**config.mk**
```make
export PLATFORM = sky130hd
export DESIGN_NAME = button_event
export DESIGN_NICKNAME = d
export VERILOG_FILES = /design/src/rtl/button_event_pkg.sv /design/src/rtl/button_event_clk_div_hz.sv /design/src/rtl/button_event.sv
export SDC_FILE = /design/constraint.sdc
export NUM_CORES = 1
export LEC_CHECK = 0
export ABC_AREA = 1
export CELL_PAD_IN_SITES_DETAIL_PLACEMENT = 1
export CELL_PAD_IN_SITES_GLOBAL_PLACEMENT = 2
export CORE_MARGIN = 2
export CORE_UTILIZATION = 36
export CTS_BUF_LIST = sky130_fd_sc_hd__clkbuf_8
export DETAILED_ROUTE_END_ITERATION = 16
export PLACE_DENSITY = 0.83
export SETUP_SLACK_MARGIN = 0.5
export SKIP_CTS_REPAIR_TIMING = 1
export SLEW_MARGIN = 10
export SYNTH_ARGS = -nofsm -noshare
export SYNTH_HDL_FRONTEND = slang
export SYNTH_SLANG_ARGS = --single-unit
```
**constraint.sdc**
```tcl
create_clock -name clk -period 1.97 [get_ports clk]
set_input_delay 0.197 -clock clk [delete_from_list [all_inputs] [get_ports clk]]
set_output_delay 0.197 -clock clk [all_outputs]
set_load 0.05 [all_outputs]
```
**src/rtl/button_event_pkg.sv**
```systemverilog
// Shared definitions for button_event: FSM state encoding, event-kind codes
// for consumers that multiplex the event pulses onto a code bus, and helpers.
package button_event_pkg;

  typedef enum logic [2:0] {
    ST_IDLE     = 3'd0,
    ST_PRESS1   = 3'd1,
    ST_GAP      = 3'd2,
    ST_LONG     = 3'd3,
    ST_WAIT_REL = 3'd4
  } state_t;

  typedef enum logic [2:0] {
    EV_NONE   = 3'd0,
    EV_SINGLE = 3'd1,
    EV_DOUBLE = 3'd2,
    EV_LONG   = 3'd3,
    EV_REPEAT = 3'd4
  } event_kind_t;

  function automatic int unsigned max3(input int unsigned a,
                                       input int unsigned b,
                                       input int unsigned c);
    int unsigned m;
    m = (a > b) ? a : b;
    return (m > c) ? m : c;
  endfunction

  // The pulses are mutually exclusive, so priority order here is irrelevant.
  function automatic event_kind_t encode_event(input logic single_press,
                                               input logic double_press,
                                               input logic long_press,
                                               input logic repeat_press);
    if (single_press) return EV_SINGLE;
    if (double_press) return EV_DOUBLE;
    if (long_press)   return EV_LONG;
    if (repeat_press) return EV_REPEAT;
    return EV_NONE;
  endfunction

endpackage

```
**src/rtl/button_event_clk_div_hz.sv**
```systemverilog
// clk_div_hz: divides clk (CLK_HZ) down to a one-cycle dividedPulse at OUT_HZ
// while enable is high; the divider phase restarts on a synchronous rst.
module clk_div_hz #(
  parameter int unsigned CLK_HZ = 100_000_000,
  parameter int unsigned OUT_HZ = 1000
) (
  input  logic clk,
  input  logic rst,
  input  logic enable,
  output logic dividedPulse
);

  localparam int unsigned DIV      = (CLK_HZ / OUT_HZ >= 1) ? CLK_HZ / OUT_HZ : 1;
  localparam int unsigned DW       = (DIV > 1) ? $clog2(DIV) : 1;
  localparam logic [DW-1:0] DIV_LAST = DW'(DIV - 1);

  logic [DW-1:0] div_cnt;

  always_ff @(posedge clk) begin
    if (rst) begin
      div_cnt      <= '0;
      dividedPulse <= 1'b0;
    end else begin
      dividedPulse <= 1'b0;
      if (enable) begin
        if (div_cnt == DIV_LAST) begin
          div_cnt      <= '0;
          dividedPulse <= 1'b1;
        end else begin
          div_cnt <= div_cnt + 1'b1;
        end
      end
    end
  end

endmodule

```
**src/rtl/button_event.sv**
```systemverilog
// Gesture classifier: turns a debounced button level into single/double/long
// press pulses. Define BUTTON_EVENT_REPEAT_EN to add auto-repeat while held.
module button_event
  import button_event_pkg::*;
#(
  parameter int unsigned TICK_HZ      = 1000,
  parameter int unsigned LONG_TICKS   = 800,
  parameter int unsigned DOUBLE_TICKS = 300,
  parameter int unsigned REPEAT_TICKS = 200
) (
  input  logic clk,
  input  logic rst,
  input  logic button_db,
  output logic single_press,
  output logic double_press,
  output logic long_press,
  output logic repeat_press,
  output logic long_active
);

  localparam int unsigned CNT_MAX = max3(LONG_TICKS, DOUBLE_TICKS, REPEAT_TICKS);
  localparam int unsigned CNT_W   = $clog2(CNT_MAX + 1);

  localparam logic [CNT_W-1:0] LONG_LAST   = CNT_W'(LONG_TICKS - 1);
  localparam logic [CNT_W-1:0] DOUBLE_LAST = CNT_W'(DOUBLE_TICKS - 1);
`ifdef BUTTON_EVENT_REPEAT_EN
  localparam logic [CNT_W-1:0] REPEAT_LAST = CNT_W'(REPEAT_TICKS - 1);
`endif

  logic             tick;
  state_t           state;
  logic [CNT_W-1:0] cnt;

  clk_div_hz #(
    .OUT_HZ (TICK_HZ)
  ) inst_tickDiv (
    .clk          (clk),
    .rst          (rst),
    .enable       (1'b1),
    .dividedPulse (tick)
  );

  // Level checks come before timeout checks in every state so that a button
  // change always wins over a tick arriving in the same cycle.
  always_ff @(posedge clk) begin
    if (rst) begin
      state        <= ST_WAIT_REL;
      cnt          <= '0;
      single_press <= 1'b0;
      double_press <= 1'b0;
      long_press   <= 1'b0;
      long_active  <= 1'b0;
`ifdef BUTTON_EVENT_REPEAT_EN
      repeat_press <= 1'b0;
`endif
    end else begin
      single_press <= 1'b0;
      double_press <= 1'b0;
      long_press   <= 1'b0;
`ifdef BUTTON_EVENT_REPEAT_EN
      repeat_press <= 1'b0;
`endif
      if (tick && cnt != '1) begin
        cnt <= cnt + 1'b1;
      end

      unique case (state)
        ST_IDLE: begin
          if (button_db) begin
            state <= ST_PRESS1;
            cnt   <= '0;
          end
        end

        ST_PRESS1: begin
          if (!button_db) begin
            state <= ST_GAP;
            cnt   <= '0;
          end else if (tick && cnt == LONG_LAST) begin
            state       <= ST_LONG;
            cnt         <= '0;
            long_press  <= 1'b1;
            long_active <= 1'b1;
          end
        end

        ST_GAP: begin
          if (button_db) begin
            state        <= ST_WAIT_REL;
            cnt          <= '0;
            double_press <= 1'b1;
          end else if (tick && cnt == DOUBLE_LAST) begin
            state        <= ST_IDLE;
            cnt          <= '0;
            single_press <= 1'b1;
          end
        end

        ST_LONG: begin
          if (!button_db) begin
            state       <= ST_IDLE;
            cnt         <= '0;
            long_active <= 1'b0;
          end
`ifdef BUTTON_EVENT_REPEAT_EN
          else if (tick && cnt == REPEAT_LAST) begin
            cnt          <= '0;
            repeat_press <= 1'b1;
          end
`endif
        end

        ST_WAIT_REL: begin
          if (!button_db) begin
            state <= ST_IDLE;
            cnt   <= '0;
          end
        end

        default: begin
          state       <= ST_WAIT_REL;
          cnt         <= '0;
          long_active <= 1'b0;
        end
      endcase
    end
  end

`ifndef BUTTON_EVENT_REPEAT_EN
  assign repeat_press = 1'b0;
`endif

endmodule

```
# After elaboration in Yosys (flattened, before gate mapping)
# Index checks and enable logic that the tools add are counted.
word_totals:
  output_inout_bits: 5
  wordCells: 64
  reg_bits: 35
classes:
  mux: 23
  n_bitwise: 4
  n_eq_ne: 15
  add_sub_neg: 2
  reduce_logical: 12
ops:
  columns: ["cell", "count"]
  rows:
  - ["10-bit 2-to-1 mux", 7]
  - ["10-bit case mux with 4 select lines", 1]
  - ["3-bit 2-to-1 mux", 6]
  - ["17-bit by 1-bit adder with 17-bit output, second input constant", 1]
  - ["17-bit == test, second input constant", 1]
  - ["3-bit case mux with 4 select lines", 1]
  - ["10-bit by 1-bit adder with 10-bit output, second input constant", 1]
  - ["10-bit == test, second input constant", 1]
  - ["10-bit by 9-bit == test with 1-bit output, second input constant", 1]
  - ["10-bit != test, second input constant", 1]
  - ["2-bit != test, second input constant", 5]
  - ["3-bit OR reduction", 3]
  - ["4-bit AND reduction", 2]
  - ["1-bit 2-to-1 mux", 7]
  - ["3-bit by 2-bit == test with 1-bit output, second input constant", 2]
  - ["3-bit != test, second input constant", 2]
  - ["2-bit OR reduction", 3]
  - ["1-bit NOT", 4]
  - ["3-bit by 1-bit == test with 1-bit output, second input constant", 1]
  - ["3-bit == test, second input constant", 1]
  - ["1-bit logical AND", 3]
  - ["3-bit logical NOT", 1]
  - ["1-bit case mux with 3 select lines", 1]

# Longest topological paths before layout
logic_depth:
  depth_word: 6
  mapped_depth: 10
  mapped_depth_nobuf: 10

# Cells and area by module
# A second synthesis with hierarchy kept.
unflattened:
  cells_unflattened: 289
  hier_area_um2: 2005.7
modules_own_cells:
  columns: ["mod", "area_per_inst_um2", "instances", "seq_area_each_um2", "cells_each"]
  rows:
  - ["clk_div_hz", 1006.0, 1, 360.3, 143]
  - ["button_event", 999.7, 1, 340.3, 146]

# Worst setup path before layout
# No wires, ideal clock.
synth_timing:
  path_kind: "reg2reg"
  startpoint: "reg cnt[0]"
  endpoint: "reg cnt[1]"
  setup_slack_ps: 603
  path_buffers: 0
  synth_period_minus_slack_ps: 1367
  path_stages_with_launch: 9
  arrival_time_ps: 1254
  path_cell_list: "dfxtp_1 ha_1 nand2_2 nor2_8 nand3_4 nand2_4 or2_2 o21ai_1 nor2_1"
synth_via:
  elab_chain_len: 6
synth_rtl:
  columns: ["element", "line_no", "text"]
  rows:
  - ["from (decl)", "button_event.sv:32", "logic [CNT_W-1:0] cnt;"]
  - ["from (signal assigned)", "button_event.sv:64", "cnt <= cnt + 1'b1;"]
  - ["branches (longest 5 deep; another with 10-bit by 1-bit adder with 10-bit output)", null, null]
  - ["10-bit case mux with 4 select lines (*)", "button_event.sv:67", "unique case (state)"]
# Every way passes the cells marked *.
# A chain may end at the register's enable or synchronous reset.

# Worst setup path after layout
# Ends and elaborated chain as after synthesis.

==> impl_metrics.py <==
metrics = {
    "synthesis": {
        "synth_cells": 262,
        "synth_warnings": 0,
        "syn_area_um2": 1848,
        "synth_nets": 267,
        "syn_area_per_cell_um2": 7.054,
        "ys_top_cells_by_area": "dfxtp_1 (38%), nand2_1 (11%), nor2_1 (9.5%)",
        "synthArstFlopShare": 0,
        "synth_top_area_share": 0.3791,
        "ys_ff_latch": 35,
        "synth_flop_cell": "dfxtp_1",
        "ys_types": 31,
        "yosysSeqAreaShare": 0.3791,
        "synth_edf_count": 0,
        "yosysMostFrequentCell": "nand2_1",
        "synthTopCellsByCount": "nand2_1 (53), nor2_1 (47), dfxtp_1 (35), inv_1 (32), nand3_1 (25)",
        "yosys.area.top_type": "dfxtp_1",
    },
    "layout": {
        "seqCellArea_um2": 713.2,
        "fin_nets": 286,
        "drive_gt1_frac": 0.1915,
        "postLayoutCoreUtil": 0.4404,
        "diodes": 0,
        "multi_input_area_um2": 1067,
        "areaGrowthSynthToFinish_pct": 20.18,
        "nFillCells": 640,
    },
    "setup_path": {
        "end_kind": "flip-flop",
        "required_ps": 2150,
        "worstPathMaxFanout": 6,
        "critical_path_class": "flip-flop to flip-flop",
        "rr_startpoint": "cnt[0]",
        "crit_start": "cnt[0]",
        "crit_arrival_ps": 1590,
        "worstSetupStartpointType": "flip-flop",
    },
    "route": {
        "drc_errors": 0,
        "vias": 1657,
        "drtPass1Iterations": 4,
        "antenna_left": 0,
        "drt_iter0_markers": 31,
        "avgRoutedWirePerCell_um": 12.43,
        "wl_um": 4375,
        "via_per_inst": 4.707,
    },
    "timing": {
        "period_needed_ps": 1404,
        "maxSlewViolCount": 0,
        "worst_pin_slew_ps": 512.0,
        "final-hold-violation-count": 0,
        "finalCritPeriodShare": 0.7129,
        "grt_setup_unrepaired": "yes",
        "max_freq_mhz": 712.0,
        "fin_skew_ps": 9.509,
        "final-setup-viol-count": 0,
        "max_slew_margin": 0.6581,
        "fin_ws_ps": 565.6,
        "setup_tns_ps": 0,
    },
    "pwr": {
        "power_leakage_nw": 0.9842,
        "peakVddDrop_mv": 0.3680,
        "cellPowerDensity_nw_per_um2": 764.8,
        "power_mw": 1.699,
    },
    "placed_design": {
        "dp_slack_ps": 356.7,
        "gp_congestion": 0.7649,
        "hpwl_um": 3137,
        "portBuffers": 6,
    },
    "clock_tree": {
        "cts_tree": "yes",
        "clock_path_buffers": 2,
        "clock-sinks": 35,
        "htree_num_levels": 2,
        "numCtsBuffers": 5,
        "insertion_delay_ps": 290,
        "cts-root-buf": "clkbuf_8",
        "clkTransAtPathRegs_ps": 80,
    },
    "floorplan": {
        "die-area_um2": 5722,
        "pin_count": 8,
        "coreArea_um2": 5042,
        "die_x_um": 75.65,
        "initial_utilization": 0.3665,
        "rows": 26,
        "die_h_um": 75.65,
    },
    "global_routing": {
        "gr-total-overflow": 0,
        "grt_pass1_wl_um": 7003,
        "grt_max_degree": 15,
        "grt.total_usage": 0.1614,
        "antenna_found_initial": 0,
        "grt_pass1_vias": 1551,
    },
    "status": {
        "outcome": "complete, no violations",
    },
    "worst_hold_path": {
        "hp-start": "button_db",
        "hp-class": "primary input to flip-flop",
    },
    "run": {
        "max-cap-violations": 0,
    },
}
==> routing by layer <==
metal | up-vias | track usage | routed length (um)
li1 | 869 | - | -
met5 | - | 0 | 0
met3 | 5 | 0.03968 | 80
met1 | 775 | 0.2175 | 2138
met4 | 0 | 0.04678 | 55
met2 | 8 | 0.2570 | 2100
==> layout make-up <==
cell class | instances | share of cell area
multi-input cells | 189 | 0.4806
clock buffers | 5 | 0.03099
well taps | 70 | 0.03944
flip-flops and latches | 35 | 0.3211
repair buffers | 13 | 0.05634
inverters | 36 | 0.06310
repair inverters | 1 | 0.002817
clock inverters | 3 | 0.005634
==> cell usage in the layout, fill, tap and decap left out, drive strengths merged <==
cell type | netlist | final
o21ai | 6 | 6
clkbuf | 0 | 5
a21oi | 9 | 9
nand2 | 62 | 62
clkdlybuf4s50 | 0 | 1
nor2 | 53 | 53
xor2 | 7 | 7
dlymetal6s2s | 0 | 5
clkinv | 0 | 2
nor4 | 1 | 1
o21a | 1 | 1
or2 | 2 | 2
nor3 | 6 | 6
dfxtp | 35 | 35
nand3 | 28 | 28
conb | 1 | 1
buf | 2 | 7
nand3b | 1 | 1
ha | 2 | 2
o2111ai | 1 | 1
inv | 36 | 38
xnor2 | 2 | 2
nand4 | 7 | 7
==> worst max-delay path, cell delays in order, from the launching register on <==
cell and delay, ps:
dfxtp_4 370, ha_4 170, nand2_4 100, nor2_8 60
nand3_4 100, nand2_4 70, or2_2 270, o21ai_1 100
nor2_1 50
==> power breakdown <==
group | internal, mW | switching [mW] | leakage (nW) | total [mW]
registers | 0.742 | 0.0331 | 0.286 | 0.775
clock network | 0.238 | 0.257 | 0.0505 | 0.495
logic | 0.138 | 0.290 | 0.647 | 0.428
total | 1.12 | 0.581 | 0.984 | 1.70
==> sequential cells by signal (all words and copies together) (netlist names) <==
signal,cells
single_press,1
double_press,1
long_active,1
inst_tickDiv.dividedPulse,1
state,3
cnt,10
inst_tickDiv.div_cnt,17
long_press,1
==> cells by family after synthesis <==
kind of cell,count (synthesis),share of synthesized area
fa+ha+maj,2,0.01354
flops,35,0.3791
buf+inv,38,0.08328
xor+xnor,9,0.04266
simple gates,160,0.4299
compound gates,17,0.04943
other cells,1,0.002029
==> stage by stage <==
stage	instance area (um2)	hold WS, ps	instances
2_1_floorplan	1848	275.0	262
3_3_place_gp	1977	429.4	336
3_5_place_dp	1977	440.3	336
4_1_cts	2058	455.4	344
5_1_grt	2221	319.4	352
6_report	2221	302.8	352
==> final timing paths <==
check | to | slack, ps | depth (start not counted)
max | cnt[1] | 570 | 8
min | long_press | 300 | 3
max reg2reg | cnt[1] | 570 | 8
min reg2reg | inst_tickDiv.div_cnt[0] | 440 | 1
Note: power is estimated with default switching activity, not from simulation.
